**config.mk**
```make
export PLATFORM = sky130hd
export DESIGN_NAME = pipe_hazard_ctrl
export DESIGN_NICKNAME = d
export VERILOG_FILES = /design/src/rtl/pipe_hazard_ctrl.sv
export SDC_FILE = /design/constraint.sdc
export NUM_CORES = 1
export LEC_CHECK = 0
export CORE_MARGIN = 2
export CORE_UTILIZATION = 44
export CTS_CLUSTER_DIAMETER = 100
export DETAILED_ROUTE_END_ITERATION = 7
export GPL_TIMING_DRIVEN = 0
export PLACE_DENSITY = 0.77
export SYNTH_ARGS = -nofsm -noshare
export SYNTH_HDL_FRONTEND = slang
export SYNTH_SLANG_ARGS = --single-unit
```
**constraint.sdc**
```tcl
create_clock -name clk -period 2.9 [get_ports clk]
set_clock_uncertainty 0.2 [all_clocks]
set_input_delay 0.87 -clock clk [delete_from_list [all_inputs] [get_ports clk]]
set_output_delay 0.87 -clock clk [all_outputs]
set_load 0.02 [all_outputs]
```
**src/rtl/pipe_hazard_ctrl.sv**
```systemverilog
// pipe_hazard_ctrl: pipeline sequencing controller for the 3-stage RNBIP-2 core
// (fetch/CCG1, decode/CCG2, execute/CCG3).
//
// Derives PC enable, IF/ID hold, ID/EX bubble and IF/ID flush from
// load-use / stack-pointer interlocks, execute-stage redirects and a debug
// halt/single-step port.
//
// Ports:
//   clk, rst_n            clock (rising edge), asynchronous active-low reset
//   id_*                  decode-stage operand usage and addresses
//   ex_*                  execute-stage write-back, load, SP and redirect info
//   dbg_halt, dbg_step    debug halt level and single-step request (rising edge)
//   pc_en, ifid_en        PC advance/load enable, IF/ID load enable
//   idex_bubble           load NOP into ID/EX
//   ifid_flush            clear IF/ID to NOP
//   halted                core frozen by debug
//   state                 FSM state code (RUN=0 LSTALL=1 FLUSH=2 HALT=3 STEP=4)
//   stall_cnt             saturating count of non-halt stall cycles
module pipe_hazard_ctrl #(
    parameter int unsigned RA_W         = 3,
    parameter int unsigned LOAD_LAT     = 1,
    parameter int unsigned FLUSH_CYCLES = 2,
    parameter int unsigned CNT_W        = 8
) (
    input  logic             clk,
    input  logic             rst_n,
    input  logic             id_valid,
    input  logic             id_ra_use,
    input  logic [RA_W-1:0]  id_ra,
    input  logic             id_rb_use,
    input  logic [RA_W-1:0]  id_rb,
    input  logic             id_sp_use,
    input  logic             ex_valid,
    input  logic             ex_we,
    input  logic [RA_W-1:0]  ex_wa,
    input  logic             ex_load,
    input  logic             ex_sp_wr,
    input  logic             ex_redirect,
    input  logic             dbg_halt,
    input  logic             dbg_step,
    output logic             pc_en,
    output logic             ifid_en,
    output logic             idex_bubble,
    output logic             ifid_flush,
    output logic             halted,
    output logic [2:0]       state,
    output logic [CNT_W-1:0] stall_cnt
);

    typedef enum logic [2:0] {
        RUN    = 3'd0,
        LSTALL = 3'd1,
        FLUSH  = 3'd2,
        HALT   = 3'd3,
        STEP   = 3'd4
    } state_t;

    // Extra cycles spent in FLUSH/LSTALL beyond the detecting cycle, minus one
    // (the counter exits when it reads zero).
    localparam logic [1:0] FLUSH_LD = (FLUSH_CYCLES > 1) ? 2'(FLUSH_CYCLES - 2) : 2'd0;
    localparam logic [1:0] LOAD_LD  = (LOAD_LAT > 1)     ? 2'(LOAD_LAT - 2)     : 2'd0;

    state_t     st, st_nxt;
    logic [1:0] cnt, cnt_nxt;
    logic       ret_flag, ret_nxt;
    logic       dbg_step_q;

    logic hz_load, hz_sp, hz, step_rise;
    logic pc_i, ifid_i, bub_i, flush_i, halt_i, resolve;

    assign hz_load = id_valid & ex_valid & ex_we & ex_load &
                     ((id_ra_use & (id_ra == ex_wa)) | (id_rb_use & (id_rb == ex_wa)));
    assign hz_sp   = id_valid & ex_valid & ex_sp_wr & id_sp_use;
    assign hz      = hz_load | hz_sp;

    assign step_rise = dbg_step & ~dbg_step_q;

    always_comb begin
        st_nxt  = st;
        cnt_nxt = cnt;
        ret_nxt = ret_flag;
        pc_i    = 1'b0;
        ifid_i  = 1'b0;
        bub_i   = 1'b1;
        flush_i = 1'b0;
        halt_i  = 1'b0;
        resolve = 1'b0;

        case (st)
            RUN, STEP: begin
                // Redirect outranks a hazard: the dependent instruction is flushed anyway.
                if (ex_redirect) begin
                    pc_i    = 1'b1;
                    flush_i = 1'b1;
                    if (FLUSH_CYCLES > 1) begin
                        st_nxt  = FLUSH;
                        cnt_nxt = FLUSH_LD;
                    end else begin
                        resolve = 1'b1;
                    end
                end else if (hz) begin
                    if (LOAD_LAT > 1) begin
                        st_nxt  = LSTALL;
                        cnt_nxt = LOAD_LD;
                    end else begin
                        resolve = 1'b1;
                    end
                end else begin
                    pc_i    = 1'b1;
                    ifid_i  = 1'b1;
                    bub_i   = 1'b0;
                    resolve = 1'b1;
                end
                if (resolve) begin
                    if (st == STEP || dbg_halt) begin
                        st_nxt  = HALT;
                        ret_nxt = 1'b0;
                    end else begin
                        st_nxt = RUN;
                    end
                end
            end
            FLUSH, LSTALL: begin
                if (st == FLUSH) begin
                    pc_i    = 1'b1;
                    flush_i = 1'b1;
                end
                if (cnt == 2'd0) begin
                    // A halt requested (or a step begun) during the stall takes effect here.
                    if (ret_flag || dbg_halt) begin
                        st_nxt  = HALT;
                        ret_nxt = 1'b0;
                    end else begin
                        st_nxt = RUN;
                    end
                end else begin
                    cnt_nxt = cnt - 2'd1;
                end
            end
            HALT: begin
                halt_i = 1'b1;
                if (step_rise) begin
                    st_nxt  = STEP;
                    ret_nxt = 1'b1;
                end else if (!dbg_halt) begin
                    st_nxt  = RUN;
                    ret_nxt = 1'b0;
                end
            end
            default: st_nxt = RUN;
        endcase
    end

    always_ff @(posedge clk or negedge rst_n) begin
        if (!rst_n) begin
            st         <= RUN;
            cnt        <= '0;
            ret_flag   <= 1'b0;
            dbg_step_q <= 1'b0;
            stall_cnt  <= '0;
        end else begin
            st         <= st_nxt;
            cnt        <= cnt_nxt;
            ret_flag   <= ret_nxt;
            dbg_step_q <= dbg_step;
            if (!pc_i && st != HALT && stall_cnt != '1)
                stall_cnt <= stall_cnt + CNT_W'(1);
        end
    end

    // Reset forces the stage registers into a safe bubble/flush immediately.
    assign pc_en       = rst_n & pc_i;
    assign ifid_en     = rst_n & ifid_i;
    assign idex_bubble = ~rst_n | bub_i;
    assign ifid_flush  = ~rst_n | flush_i;
    assign halted      = rst_n & halt_i;
    assign state       = st;

endmodule

```
Yosys cells after proc, flatten, opt, wreduce, memory -nomap -nowiden
Cells that the tools add are included.
W data, S select, Z words.
{ "word_totals": {"regBits": 15, "in_bits": 22, "out_inout_bits": 16, "wordCells": 87} }
{ "classes": {"n_addsub": 2, "n_eq_ne": 16, "n_mux": 32, "n_bitwise": 18, "reduce_logical": 14} }
{ "op_table": {"columns": ["operator", "n"], "rows": [
  ["$mux W1", 18],
  ["$mux W3", 5],
  ["$and A1 B1 Y1", 12],
  ["$ne A2 B2 Y1 const B", 5],
  ["$pmux W3 S3", 1],
  ["$add A8 B1 Y8 const B", 1],
  ["$mux W2", 4],
  ["$ne A8 B8 Y1 const B", 1],
  ["$eq A3 B2 Y1 const B", 2],
  ["$eq A3 B3 Y1", 2],
  ["$ne A3 B2 Y1 const B", 2],
  ["$reduce_and A3 Y1", 2],
  ["$reduce_and A6 Y1", 1],
  ["$or A1 B1 Y1", 4],
  ["$pmux W1 S2", 2],
  ["$pmux W2 S2", 1],
  ["$reduce_or A2 Y1", 2],
  ["$eq A3 B1 Y1 const B", 1],
  ["$eq A3 B3 Y1 const B", 1],
  ["$logic_not A3 Y1", 1],
  ["$ne A3 B3 Y1 const B", 1],
  ["$pmux W1 S3", 1],
  ["$reduce_bool A3 Y1", 1],
  ["$logic_and A1 B1 Y1", 2],
  ["other kinds (7)", 9]
]} }

Longest topological paths before layout
{ "logic_depth": {"ltp_word": 11, "depth_mapped": 7, "depth_no_buf": 7} }

Least setup slack after synthesis
No wires, ideal clock.
{ "synth_timing": {"kind": "input to output", "from": "input id_rb[0]", "to": "output idex_bubble", "arrival_time_ns": 2.002, "t_required_ns": 1.830, "setup_slack_ns": -0.172, "path_stages": 5, "path_buffers": 0, "cell_sequence": "xnor2_1 nand4_1 a21oi_4 nor4b_2 inv_1"} }
{ "synth_between": {"elab_chain_len": 9} }
{ "synth_rtl": {"columns": ["item", "line", "rtl"], "rows": [
  ["from (decl)", "31", "input logic [RA_W-1:0] id_rb,"],
  ["$eq A3 B3 Y1", "72", "((id_ra_use & (id_ra == ex_wa)) | (id_rb_use & (id_rb == ex_wa)));"],
  ["$and A1 B1 Y1", "72", null],
  ["$or A1 B1 Y1", "72", null],
  ["$and A1 B1 Y1", "71", "assign hz_load = id_valid & ex_valid & ex_we & ex_load &"],
  ["$or A1 B1 Y1", "74", "assign hz = hz_load | hz_sp;"],
  ["$mux W1", "101", "end else if (hz) begin"],
  ["$mux W1", "92", "if (ex_redirect) begin"],
  ["$mux W1", "89", "case (st)"],
  ["$or A1 B1 Y1", "174", "assign idex_bubble = ~rst_n | bub_i;"],
  ["to (decl)", "43", "output logic idex_bubble,"]
]} }
No other way between the ends.

Final worst setup path
{ "layout_timing": {"from": "input ex_wa[1]", "to": "output ifid_en"} }
{ "layout_between": {"elab_chain_len": 9, "word_cells_on_any_way": 11, "cone_classes": "eq/ne (2); mux (3); bitwise (6)"} }
{ "layout_rtl": {"columns": ["item", "line", "rtl"], "rows": [
  ["from (decl)", "35", "input logic [RA_W-1:0] ex_wa,"],
  ["$eq A3 B3 Y1", "72", null],
  ["$and A1 B1 Y1", "72", null],
  ["$or A1 B1 Y1 (*)", "72", null],
  ["$and A1 B1 Y1 (*)", "71", null],
  ["$or A1 B1 Y1 (*)", "74", null],
  ["$mux W1 (*)", "101", null],
  ["$mux W1 (*)", "92", null],
  ["$mux W1 (*)", "89", null],
  ["$and A1 B1 Y1 (*)", "173", "assign ifid_en = rst_n & ifid_i;"],
  ["to (decl)", "42", "output logic ifid_en,"]
]} }
Mark *: on every way between the ends. The rest lies on a longest branch, timed or not.

==> results_dict.tcl <==
set metrics [dict create \
    status "finished with violations" \
    violations "setup timing" \
    crit_fanout 2 \
    cts_tree "yes" \
    vdd_ir_drop_max_mv 0.576 \
    htree_levels 1 \
    wl_um 2670 \
    rrSetupSlack_ns 0.66 \
    synth.largest_area_cell "dfrtp_1" \
    io_pins 38 \
    syn_inst 108 \
    wl_per_cell_um 14.3 \
    grt_first_pass_wirelength_um 4240 \
    synth_cell_types 41 \
    tightest_slew_ns 0.316 \
    drc 0 \
    setup_viol 3 \
    yosysMostFrequentCell "dfrtp_1" \
    path_class "input port to output pin" \
    placed_cell_area_sq_mm 0.00146 \
    drt_pass1_iterations 4 \
    syn2layout_area_growth_pct 50.2 \
    worstPathArrival_ns 1.90 \
    die_w_um 52.7 \
    synth_edf_count 0 \
    whs_ns 0.233 \
    period_needed_ns 2.97 \
    fmax_mhz 337 \
    hp-class "input port to async pin" \
    end_kind "output pin" \
    rsz0062_at_grt "true" \
    core-area_sq_mm 0.00223 \
    dieArea_sq_mm 0.00278 \
    synth_async_sr_flop_share_pct 100 \
    drt-initial-drc-count 22 \
    gp_congestion 0.757 \
    setup_ws_ns -0.0711 \
    via_per_inst 5.49 \
    antenna_found_initial 0 \
    maxSlewHeadroom_pct 78.9 \
    diodes 0 \
    die_h_um 52.7 \
    syn_area_sq_mm 0.00104 \
    rows 17 \
    reg2reg_from "state[0]" \
    grt_max_degree 20 \
    timing.rr.end "stall_cnt[1]" \
    nets 184 \
    ctsLongestPathBuffers 2 \
    grt_pass1_vias 975 \
    p_leak_uw 0.000705 \
    ant_nets 0 \
    drv_cap 0 \
    synth_top_area_share_pct 35.9 \
    drive_gt1_share_pct 31.4 \
    critical_path.startpoint "ex_wa[1]" \
    finalPower_uw 1430 \
    yosysSeqAreaShare_pct 35.9 \
    routed-via-count 1026 \
    grt.total_usage_pct 20.8 \
    finalHoldViolCount 0 \
    root_buffer "clkbuf_4" \
    synthTopCellsByArea "dfrtp_1 36%, xnor2_1 9.2%, nor2_1 3.2%" \
    holdBufCountCts 0 \
    fill_cells 194 \
    start_kind "input port" \
    start_util_pct 46.8 \
    cts_buffers 3 \
    clock_latency_ns 0.28 \
    synth_flop_cell "dfrtp_1" \
    pwr_density_cell_mw_per_mm2 912 \
    clk_pin_slew_ns 0.09 \
    synth_common_cells "15 x dfrtp_1, 11 x xnor2_1, 9 x nor2_1" \
    seqCellArea_sq_um 375 \
    cp.required_ns 1.83 \
    ys_ff_latch 15 \
    stdcell_area_sq_mm 0.00157 \
    dp_hpwl_um 1870 \
    multi_input_area_sq_um 652 \
    io_buffers 37 \
    drv_slew 0 \
    period_share_pct 102 \
    cts.sinks 15 \
    syn_nets 132 \
    overflow 0 \
    avgSynthCellArea_sq_um 9.67 \
    rr_worst_depth 9 \
    yosys_warnings 0 \
]
[where the power goes]
group	total [uW]	internal (uW)	switching [uW]
Clock	121	51.2	69.8
Combinational	950	481	469
Sequential	361	289	71.9
[cell type report]
class | instances | area share (%)
multi-input cells | 84 | 41.5
clock buffers | 3 | 1.44
clock inverters | 1 | 0.319
inverters | 4 | 0.957
flip-flops and latches | 15 | 23.9
plain buffers | 5 | 2.39
repair buffers | 47 | 27.2
well taps | 28 | 2.23
[stage by stage]
stage	instances	worst slack (ns)	setup TNS (ns)	utilization, %
after global placement	173	-1.09	-4.84	65.3
after global routing	187	-0.124	-0.320	70.3
final	187	-0.0711	-0.154	70.3
after detailed placement	173	-1.09	-4.92	65.3
after floorplan	108	0.0223	0	-
after CTS	186	-0.0611	-0.128	70.1
[cell families after synthesis]
logic type / Yosys count / share of synthesized area [%]
buf+inv: 9 / 4.91
xor+xnor: 12 / 10.1
fa+ha+maj: 2 / 2.39
compound gates: 27 / 21.1
flops: 15 / 35.9
simple gates: 37 / 19.3
mux: 6 / 6.35
[cell usage in the layout, fill, tap and decap left out, types with 3 or more instances in the layout]
cell type,n
nor2_1,8
a21oi_1,5
xnor2_2,3
nand4_1,3
buf_4,10
nand2_1,7
clkbuf_4,3
clkdlybuf4s50_1,13
buf_2,8
xnor2_1,8
buf_6,10
and3_1,5
mux2_1,3
dlygate4sd2_1,4
nand2b_1,5
inv_1,3
dfrtp_1,15
o211ai_1,4
[registers in the layout, summed over array words and instances (netlist names)]
| signal | count |
|---|---|
| dbg_step_q | 1 |
| cnt | 2 |
| state | 3 |
| stall_cnt | 8 |
| ret_flag | 1 |
[metal layers]
| layer | track usage, % | wire length (um) | vias up |
|---|---|---|---|
| li1 | - | - | 492 |
| met1 | 24.7 | 1120 | 494 |
| met2 | 35.8 | 1340 | 36 |
| met3 | 3.14 | 163 | 4 |
| met4 | 10.7 | 42 | 0 |
| met5 | 0 | 0 | - |
[worst max-delay path by stage]
stage / to / slack (ns) / cells past startpoint
5_1_grt: idex_bubble / -0.12 / 8
3_5_place_dp: ifid_en / -1.09 / 3
4_1_cts: ifid_en / -0.06 / 7
3_3_place_gp: ifid_en / -1.09 / 3
2_1_floorplan: idex_bubble / 0.02 / 5
6_report: ifid_en / -0.07 / 7
[worst max-delay path: stages]
cell     delay [ns]
buf_8          0.10
xnor2_2        0.12
nand4_1        0.15
a21oi_4        0.08
buf_6          0.13
nor4b_4        0.25
buf_4          0.20
[timing repair]
| item | CTS | global route |
|---|---|---|
| pin swaps | 15 | 0 |
| buffers inserted | 9 | 1 |
| setup endpoints to repair | 5 | 4 |
| endpoints found under the hold margin | 0 | 0 |
| gates resized for setup | 98 | 1 |
(Power assumes the default switching activity.)
